## src/rtl/regfile_bist_pkg.sv

```systemverilog
// Shared types and constants for the register-file built-in self-test.
package regfile_bist_pkg;

    typedef enum logic [1:0] {
        ST_IDLE  = 2'd0,
        ST_WRITE = 2'd1,
        ST_READ  = 2'd2,
        ST_DONE  = 2'd3
    } state_t;

    localparam logic [31:0] DEFAULT_SEED = 32'hA5A5A5A5;
    localparam int          NUM_REGS     = 32;
    localparam int          ERR_MAX      = 63;
    localparam int          IDX_W        = 5;
    localparam int          ERR_W        = 6;
    localparam int          DATA_W       = 32;

endpackage

```

## src/rtl/regfile_bist_pattern.sv

```systemverilog
// Combinational pattern generator: the write pattern for a register, or the
// value a healthy regfile must return for it (register 0 always reads zero).
module regfile_bist_pattern
    import regfile_bist_pkg::*;
#(
    parameter logic [31:0] SEED = DEFAULT_SEED
) (
    input  logic [IDX_W-1:0]  i_idx,
    input  logic              i_phase,
    input  logic              i_expected,
    output logic [DATA_W-1:0] o_value
);

    logic [DATA_W-1:0] w_base;
    logic [DATA_W-1:0] w_pat;

    assign w_base  = SEED ^ {{(DATA_W-IDX_W){1'b0}}, i_idx};
    assign w_pat   = i_phase ? ~w_base : w_base;
    assign o_value = (i_expected && (i_idx == '0)) ? '0 : w_pat;

endmodule

```

## src/rtl/regfile_bist.sv

```systemverilog
// Self-test driver for a 32x32 register file: writes a seeded pattern and its
// inverse, reads each register back on both ports and counts mismatches.
module regfile_bist
    import regfile_bist_pkg::*;
#(
    parameter int          READ_LAT = 1,
    parameter logic [31:0] SEED     = DEFAULT_SEED
) (
    input  logic              i_clk,
    input  logic              i_rst_n,
    input  logic              i_start,
    output logic              o_test,
    output logic              o_t_ctrl_writeEnable,
    output logic [IDX_W-1:0]  o_t_ctrl_writeReg,
    output logic [DATA_W-1:0] o_t_data_writeReg,
    output logic [IDX_W-1:0]  o_t_ctrl_readRegA,
    output logic [IDX_W-1:0]  o_t_ctrl_readRegB,
    input  logic [DATA_W-1:0] i_t_data_readRegA,
    input  logic [DATA_W-1:0] i_t_data_readRegB,
    output logic              o_busy,
    output logic              o_done,
    output logic              o_pass,
    output logic [ERR_W-1:0]  o_err_count,
    output logic [IDX_W-1:0]  o_first_fail_reg,
    output state_t            o_dbg_state
);

    localparam logic [IDX_W-1:0] LAST_IDX = IDX_W'(NUM_REGS - 1);
    localparam logic [2:0]       LAT_LAST = 3'(READ_LAT);

    state_t            r_state;
    state_t            w_next_state;
    logic              r_phase;
    logic [IDX_W-1:0]  r_idx;
    logic [2:0]        r_lat;
    logic [ERR_W-1:0]  r_err;
    logic [IDX_W-1:0]  r_first_fail;

    logic              w_in_write;
    logic              w_in_read;
    logic              w_cmp;
    logic              w_miss_a;
    logic              w_miss_b;
    logic [IDX_W-1:0]  w_idx_b;
    logic [DATA_W-1:0] w_val_a;
    logic [DATA_W-1:0] w_exp_b;
    logic [ERR_W:0]    w_err_sum;
    logic [ERR_W-1:0]  w_err_next;

    assign w_in_write = (r_state == ST_WRITE);
    assign w_in_read  = (r_state == ST_READ);
    assign w_cmp      = w_in_read && (r_lat == LAT_LAST);
    assign w_idx_b    = ~r_idx;

    // Port A's generator yields write data in WRITE and the expected readback in READ.
    regfile_bist_pattern #(.SEED(SEED)) u_pat_a (
        .i_idx      (r_idx),
        .i_phase    (r_phase),
        .i_expected (w_in_read),
        .o_value    (w_val_a)
    );

    regfile_bist_pattern #(.SEED(SEED)) u_pat_b (
        .i_idx      (w_idx_b),
        .i_phase    (r_phase),
        .i_expected (1'b1),
        .o_value    (w_exp_b)
    );

    assign w_miss_a   = (i_t_data_readRegA != w_val_a);
    assign w_miss_b   = (i_t_data_readRegB != w_exp_b);
    assign w_err_sum  = (ERR_W+1)'(r_err) + (ERR_W+1)'(w_miss_a) + (ERR_W+1)'(w_miss_b);
    assign w_err_next = (w_err_sum > (ERR_W+1)'(ERR_MAX)) ? ERR_W'(ERR_MAX) : w_err_sum[ERR_W-1:0];

    always_comb begin
        w_next_state = r_state;
        case (r_state)
            ST_IDLE, ST_DONE: begin
                if (i_start) w_next_state = ST_WRITE;
            end
            ST_WRITE: begin
                if (r_idx == LAST_IDX) w_next_state = ST_READ;
            end
            ST_READ: begin
                if (w_cmp && (r_idx == LAST_IDX)) w_next_state = r_phase ? ST_DONE : ST_WRITE;
            end
            default: w_next_state = ST_IDLE;
        endcase
    end

    always_ff @(posedge i_clk or negedge i_rst_n) begin
        if (!i_rst_n) begin
            r_state      <= ST_IDLE;
            r_phase      <= 1'b0;
            r_idx        <= '0;
            r_lat        <= '0;
            r_err        <= '0;
            r_first_fail <= '0;
        end else begin
            r_state <= w_next_state;
            case (r_state)
                ST_IDLE, ST_DONE: begin
                    if (i_start) begin
                        r_phase      <= 1'b0;
                        r_idx        <= '0;
                        r_lat        <= '0;
                        r_err        <= '0;
                        r_first_fail <= '0;
                    end
                end
                ST_WRITE: begin
                    r_lat <= '0;
                    r_idx <= r_idx + 1'b1;
                end
                ST_READ: begin
                    if (w_cmp) begin
                        r_lat <= '0;
                        r_idx <= r_idx + 1'b1;
                        r_err <= w_err_next;
                        // Only the very first mismatch is recorded; port A has priority.
                        if ((r_err == '0) && (w_miss_a || w_miss_b))
                            r_first_fail <= w_miss_a ? r_idx : w_idx_b;
                        if (r_idx == LAST_IDX) r_phase <= 1'b1;
                    end else begin
                        r_lat <= r_lat + 1'b1;
                    end
                end
                default: ;
            endcase
        end
    end

    assign o_test               = w_in_write || w_in_read;
    assign o_busy               = w_in_write || w_in_read;
    assign o_t_ctrl_writeEnable = w_in_write;
    assign o_t_ctrl_writeReg    = w_in_write ? r_idx : '0;
    assign o_t_data_writeReg    = w_in_write ? w_val_a : '0;
    assign o_t_ctrl_readRegA    = w_in_read ? r_idx : '0;
    assign o_t_ctrl_readRegB    = w_in_read ? w_idx_b : '0;
    assign o_done               = (r_state == ST_DONE);
    assign o_pass               = o_done && (r_err == '0);
    assign o_err_count          = r_err;
    assign o_first_fail_reg     = r_first_fail;
    assign o_dbg_state          = r_state;

endmodule

```

## config.mk

```make
export PLATFORM = sky130hd
export DESIGN_NAME = regfile_bist
export DESIGN_NICKNAME = d
export VERILOG_FILES = /design/src/rtl/regfile_bist_pkg.sv /design/src/rtl/regfile_bist_pattern.sv /design/src/rtl/regfile_bist.sv
export SDC_FILE = /design/constraint.sdc
export NUM_CORES = 1
export LEC_CHECK = 0
export ABC_AREA = 1
export CAP_MARGIN = 30
export CORE_ASPECT_RATIO = 0.6
export CORE_MARGIN = 2
export CORE_UTILIZATION = 40
export DETAILED_ROUTE_END_ITERATION = 7
export PLACE_DENSITY = 0.91
export SYNTH_ARGS = -nofsm -noshare
export SYNTH_HDL_FRONTEND = slang
export SYNTH_SLANG_ARGS = --single-unit
export TNS_END_PERCENT = 30
```

## constraint.sdc

```tcl
create_clock -name i_clk -period 3.41 [get_ports i_clk]
set_input_delay 0.8525 -clock i_clk [delete_from_list [all_inputs] [get_ports i_clk]]
set_output_delay 0.8525 -clock i_clk [all_outputs]
set_load 0.03 [all_outputs]
```

# Yosys cells after proc, flatten, opt, wreduce, memory -nomap -nowiden
# Index checks and enable logic that the tools add are counted.
# totals
output_inout_bits	65
elab_cells	78
inputBits	67
register_bits	22
# op_classes
eq_ne	13
n_reduce_logical	18
muxes	31
n_addsub	4
order_cmp	1
bitwise	5
# ops
op	count
$mux W32	5
$ne A32 B32 Y1	2
$not A32 Y32	2
$mux W5	8
$not A2 Y16	2
$mux W6	3
$pmux W5 S3	1
$pmux W6 S2	1
$logic_not A5 Y1	2
$ne A2 B2 Y1 const B	5
$pmux W5 S2	1
$pmux W3 S3	1
$mux W2	4
$reduce_and A4 Y1	2
$add A6 B1 Y7	1
$add A7 B1 Y7	1
$gt A7 B6 Y1 const B	1
$logic_not A6 Y1	1
$mux W3	2
$pmux W2 S3	1
$reduce_and A3 Y1	2
$add A5 B1 Y5 const B	1
$eq A5 B5 Y1 const B	1
$logic_and A1 B1 Y1	5
13 further kinds	17

# Depth between registers and ports, before layout
# Gate-level depths: netlist of run 1.
# depth
depth_word	11
ltp_mapped	21
ltp_nobuf	21

# By module
# A second synthesis of run 1 with hierarchy kept.
# unflattened
hier_cells	754
hier_area_um2	3903.7
# modules_own_cells
module	area_each_um2	instances	cells_per_inst	seq_area_each_um2
regfile_bist	3255.6	1	652	550.5
regfile_bist_pattern	324.1	2	51	0.0

# Least setup slack after synthesis of run 1
# Ideal clock, no wire load.
# synth_timing
kind	register -> output
start	reg r_state[0], in the netlist o_dbg_state[0]
end	out o_t_data_writeReg[10]
setup_slack_ps	103
t_required_ps	2558
arrival_ps	2454
n_path_buf	1
path_stages_with_launch	9
cell_sequence	dfrtp_1 > inv_1 > ha_1 > inv_2 > nor2_4 > nand3_4 > nand2_1 > nor2_1 > buf_4
# synth_via
elab_chain_len	4
elab_cells_between_ends	5
classes_between	2 x eq/ne; 2 x mux; 1 x reduce/logical
# synth_rtl
element	line	text
from (decl)	regfile_bist.sv:31	state_t r_state;
from (signal assigned)	regfile_bist.sv:100	r_state <= w_next_state;
$eq A2 B2 Y1	regfile_bist.sv:51	assign w_in_read = (r_state == ST_READ);
named net u_pat_a.i_expected	regfile_bist_pattern.sv:10	input logic i_expected,
$logic_and A1 B1 Y1	regfile_bist_pattern.sv:19	assign o_value = (i_expected && (i_idx == '0)) ? '0 : w_pat;
$mux W32	regfile_bist_pattern.sv:19	
$mux W32	regfile_bist.sv:137	assign o_t_data_writeReg = w_in_write ? w_val_a : '0;
to (decl)	regfile_bist.sv:15	output logic [DATA_W-1:0] o_t_data_writeReg,
# The timed path passes the listed nets, and every way through them passes these cells.

# Final worst setup path of run 1
# layout_timing
start	reg r_idx[0]
end	out o_t_data_writeReg[1]
# layout_via
elab_chain_len	4
# layout_rtl
element	line	text
from (decl)	regfile_bist.sv:34	logic [IDX_W-1:0] r_idx;
from (signal assigned)	regfile_bist.sv:113	r_idx <= r_idx + 1'b1;
from (signal assigned)	regfile_bist.sv:118	r_idx <= r_idx + 1'b1;
$logic_not A5 Y1	regfile_bist_pattern.sv:19	
$logic_and A1 B1 Y1	regfile_bist_pattern.sv:19	
$mux W32	regfile_bist_pattern.sv:19	
$mux W32	regfile_bist.sv:137	
# No other way between the ends.

==> impl_metrics.ini, run 1 <==
[run_status]
outcome = complete, no violations

[critical_path]
cpMostUsedCell = buf_4
crit_path_start_kind = register
cp_top_family = buffers and inverters
crit_path_max_incr_delay_ns = 0.61
cp.required_ns = 2.56
r2r_setup_slack_ns = 0.21
worst_ep_arrival_time_ns = 2.42
path_class = register to primary output
critPathBufInv = 4
cpMaxStageDelayCell = clkdlybuf4s50_1
crit_chain = buf_4, buf_4, inv_1, ha_1, nand3_2, nand2_1, nor2_1, clkdlybuf4s50_1
critPathMaxFanout = 11
critPathCaptureType = primary output

[final_layout]
drive_above_1_share_pct = 12.3
post-route-util_pct = 63.2
fin_nets = 650
nFillCells = 575
area_growth_pct = 49.1
largest_reg_flops = 6
diodes = 0
area.sequential_um2 = 552
multiInputGateArea_um2 = 1680

[yosys]
ys_top_cells_by_area = nand2_1 21%, dfrtp_1 21%, nor2_1 9.9%, nand3_1 7.6%, inv_1 7.5%
synth_seq_cells = 22
yosysTopAreaCellShare_pct = 20.8
syn_inst = 455
yosysTopAreaCell = nand2_1
synth_edf_count = 0
synthFlopType = dfrtp_1
synth-async-reset-ratio_pct = 100
ys_seq_area_share_pct = 20.8
yosysWarnings = 0
synth_cell_types = 29
synth_area_um2 = 2650
avgSynthCellArea_um2 = 5.82
synth_nets = 534

[floorplanning]
row_count = 22
num_io_pins = 132
die_area_um2 = 7310
initial_core_util_pct = 42.4
die_x_um = 109
die_h_um = 67.0
core_area_um2 = 6250

[global_route]
grt_first_pass_wirelength_um = 13200
grt_usage_pct = 22.9
grt_max_degree = 24
grt_overflow = 0
grt_pass1_vias = 2835
antenna_found_initial = 0

[clock_tree]
htree_levels = 1
clock-root-buffer = clkbuf_8
cts_tree = done
numCtsBuffers = 3
cts_max_path_buffers = 2
clkSlewWorstSetupHoldPaths_ns = 0.08
clkLatencyLatePin_ns = 0.26
cts.sink_count = 22

[sta]
fin_crit_ns = 3.27
holdWs_ns = 0.495
worst_pin_slew_ns = 0.523
final_max_slew_viol_count = 0
setup_violations = 0
slew_headroom_pct = 65.1
fin_crit_sh_pct = 95.9
finClkSkew_ns = 0.00237
rsz0062_at_grt = false
clock.fmax_mhz = 306
finalHoldViolations = 0
tns_ns = 0

[pwr]
power_uw = 2370
switching_share_pct = 54.7
vdd_drop_max_v = 0.000721
p_leak_uw = 0.00198
power_frac_seq_pct = 15.3
p_int_uw = 1070
p_switching_uw = 1290
comb_power_share_pct = 76.7
clockPowerShare_pct = 8.0
power.density_nw_per_um2 = 600

[place]
portBuffers = 131
dp_hpwl_um = 6840
routabilityCongestion = 0.909

[route]
first_iter_violations = 297
vias = 3273
drc = 0
dr.pass1.iters = 5
ant_nets = 0
finalWirelength_um = 8570
viasPerCell = 5.00
wl_per_cell_um = 13.1

[flow_run]
cap_viol_max_count = 0

[worst_hold_path]
hp-class = register to register
-- path summary, 6_finish.rpt --
kind / from / to / cells after the start
worst max-delay path: r_idx[0] / o_t_data_writeReg[1] / 8
worst min-delay path: o_first_fail_reg[1] / o_first_fail_reg[1] / 2
worst max register to register: r_idx[0] / o_err_count[2] / 19
worst min register to register: o_first_fail_reg[1] / o_first_fail_reg[1] / 2
max in group asynchronous: i_rst_n / o_dbg_state[0] / 2
min in group asynchronous: i_rst_n / r_lat[1] / 2
-- per-stage QoR --
stage,instances,cell area [µm²],worst slack [ns]
global route,654,3950,0.0139
finish,654,3950,0.138
floorplan,455,2650,0.103
detailed placement,648,3850,-0.0213
CTS,652,3900,0.180
global placement,648,3850,0.0520
-- cells in the mapped netlist, types with 3 or more instances --
| cell | n |
|---|---|
| o21ai_0 | 16 |
| nand2_1 | 147 |
| nand3_1 | 40 |
| buf_4 | 26 |
| nand3b_1 | 5 |
| a21oi_1 | 10 |
| nand4_1 | 12 |
| nand2_2 | 3 |
| nor2_1 | 70 |
| o22ai_1 | 4 |
| ha_1 | 11 |
| clkbuf_1 | 3 |
| buf_2 | 5 |
| dfrtp_1 | 22 |
| inv_1 | 53 |
| nor3_1 | 10 |
-- layout by cell type (no fill, tap or decap), types with 5 or more instances in the layout --
cell / instances
nand2_1: 144
nand3_1: 40
inv_1: 52
ha_1: 10
nand2_2: 6
clkdlybuf4s50_1: 104
nor2_1: 67
nor3_1: 9
o21ai_0: 15
buf_4: 42
a21oi_1: 10
dfrtp_1: 21
nand4_1: 12
nand3b_1: 5
-- what timing repair did --
action / 4_1_cts / 5_1_grt
setup endpoints to repair: 0 / 6
buffers inserted: 0 / 1
hold buffers: 0 / 0
gates resized for setup: 0 / 12
-- power by group through the flow --
stage	sequential (µW)	combinational, µW	clock [µW]
2_1_floorplan	414	1170	0
3_3_place_gp	360	1750	0
3_5_place_dp	366	1780	0
4_1_cts	362	1790	194
5_1_grt	372	1950	208
6_report	363	1810	189
-- worst reg2reg max path, cell delays in order (launching register included) --
cell      delay (ns)
dfrtp_1         0.40
buf_4           0.14
buf_4           0.15
inv_1           0.07
ha_1            0.29
nand3_4         0.23
nand3b_1        0.21
nand2_1         0.08
nor2_1          0.09
nand2_1         0.09
nor2_4          0.13
nand2_1         0.10
fa_2            0.36
ha_1            0.21
nand2_2         0.09
nor3_1          0.06
nand2_1         0.09
inv_1           0.08
a21oi_1         0.14
o21ai_0         0.09
-- kinds of logic (layout without fill, tap and decap cells) --
group / Yosys count / count (layout) / share of synthesized area (%)
compound gates: 31 / 31 / 6.19
xor+xnor: 2 / 2 / 0.662
fa+ha+maj: 12 / 12 / 5.95
buf+inv: 90 / 204 / 17.2
flops: 22 / 22 / 20.8
simple gates: 298 / 299 / 49.1
-- layout make-up --
class	count	share of cell area [%]
Clock buffer	4	1.40
Multi-Input combinational cell	344	42.5
Timing Repair Buffer	146	34.4
Sequential cell	22	14.0
Tap cell	84	2.66
Inverter	54	5.14
-- per-layer routing --
metal / global-route usage (%) / part of all wire, % / wire length (µm)
met5: 0 / 0 / 0
met4: 1.28 / 0.18 / 15
met3: 4.99 / 10 / 890
met2: 39.2 / 46 / 3910
met1: 31.0 / 44 / 3750
No activity file was read; power rests on OpenSTA's default activity.
==> inputs of run 2 (changes only) <==
--- a/config.mk
+++ b/config.mk
@@ -10,6 +10,7 @@
 export CORE_ASPECT_RATIO = 0.6
 export CORE_MARGIN = 2
 export CORE_UTILIZATION = 40
+export CTS_CLUSTER_SIZE = 28
 export DETAILED_ROUTE_END_ITERATION = 7
 export PLACE_DENSITY = 0.91
 export SYNTH_ARGS = -nofsm -noshare
==> results of run 2 <==
Same layout as run 1: the final DEF is identical, and so are final timing and power.
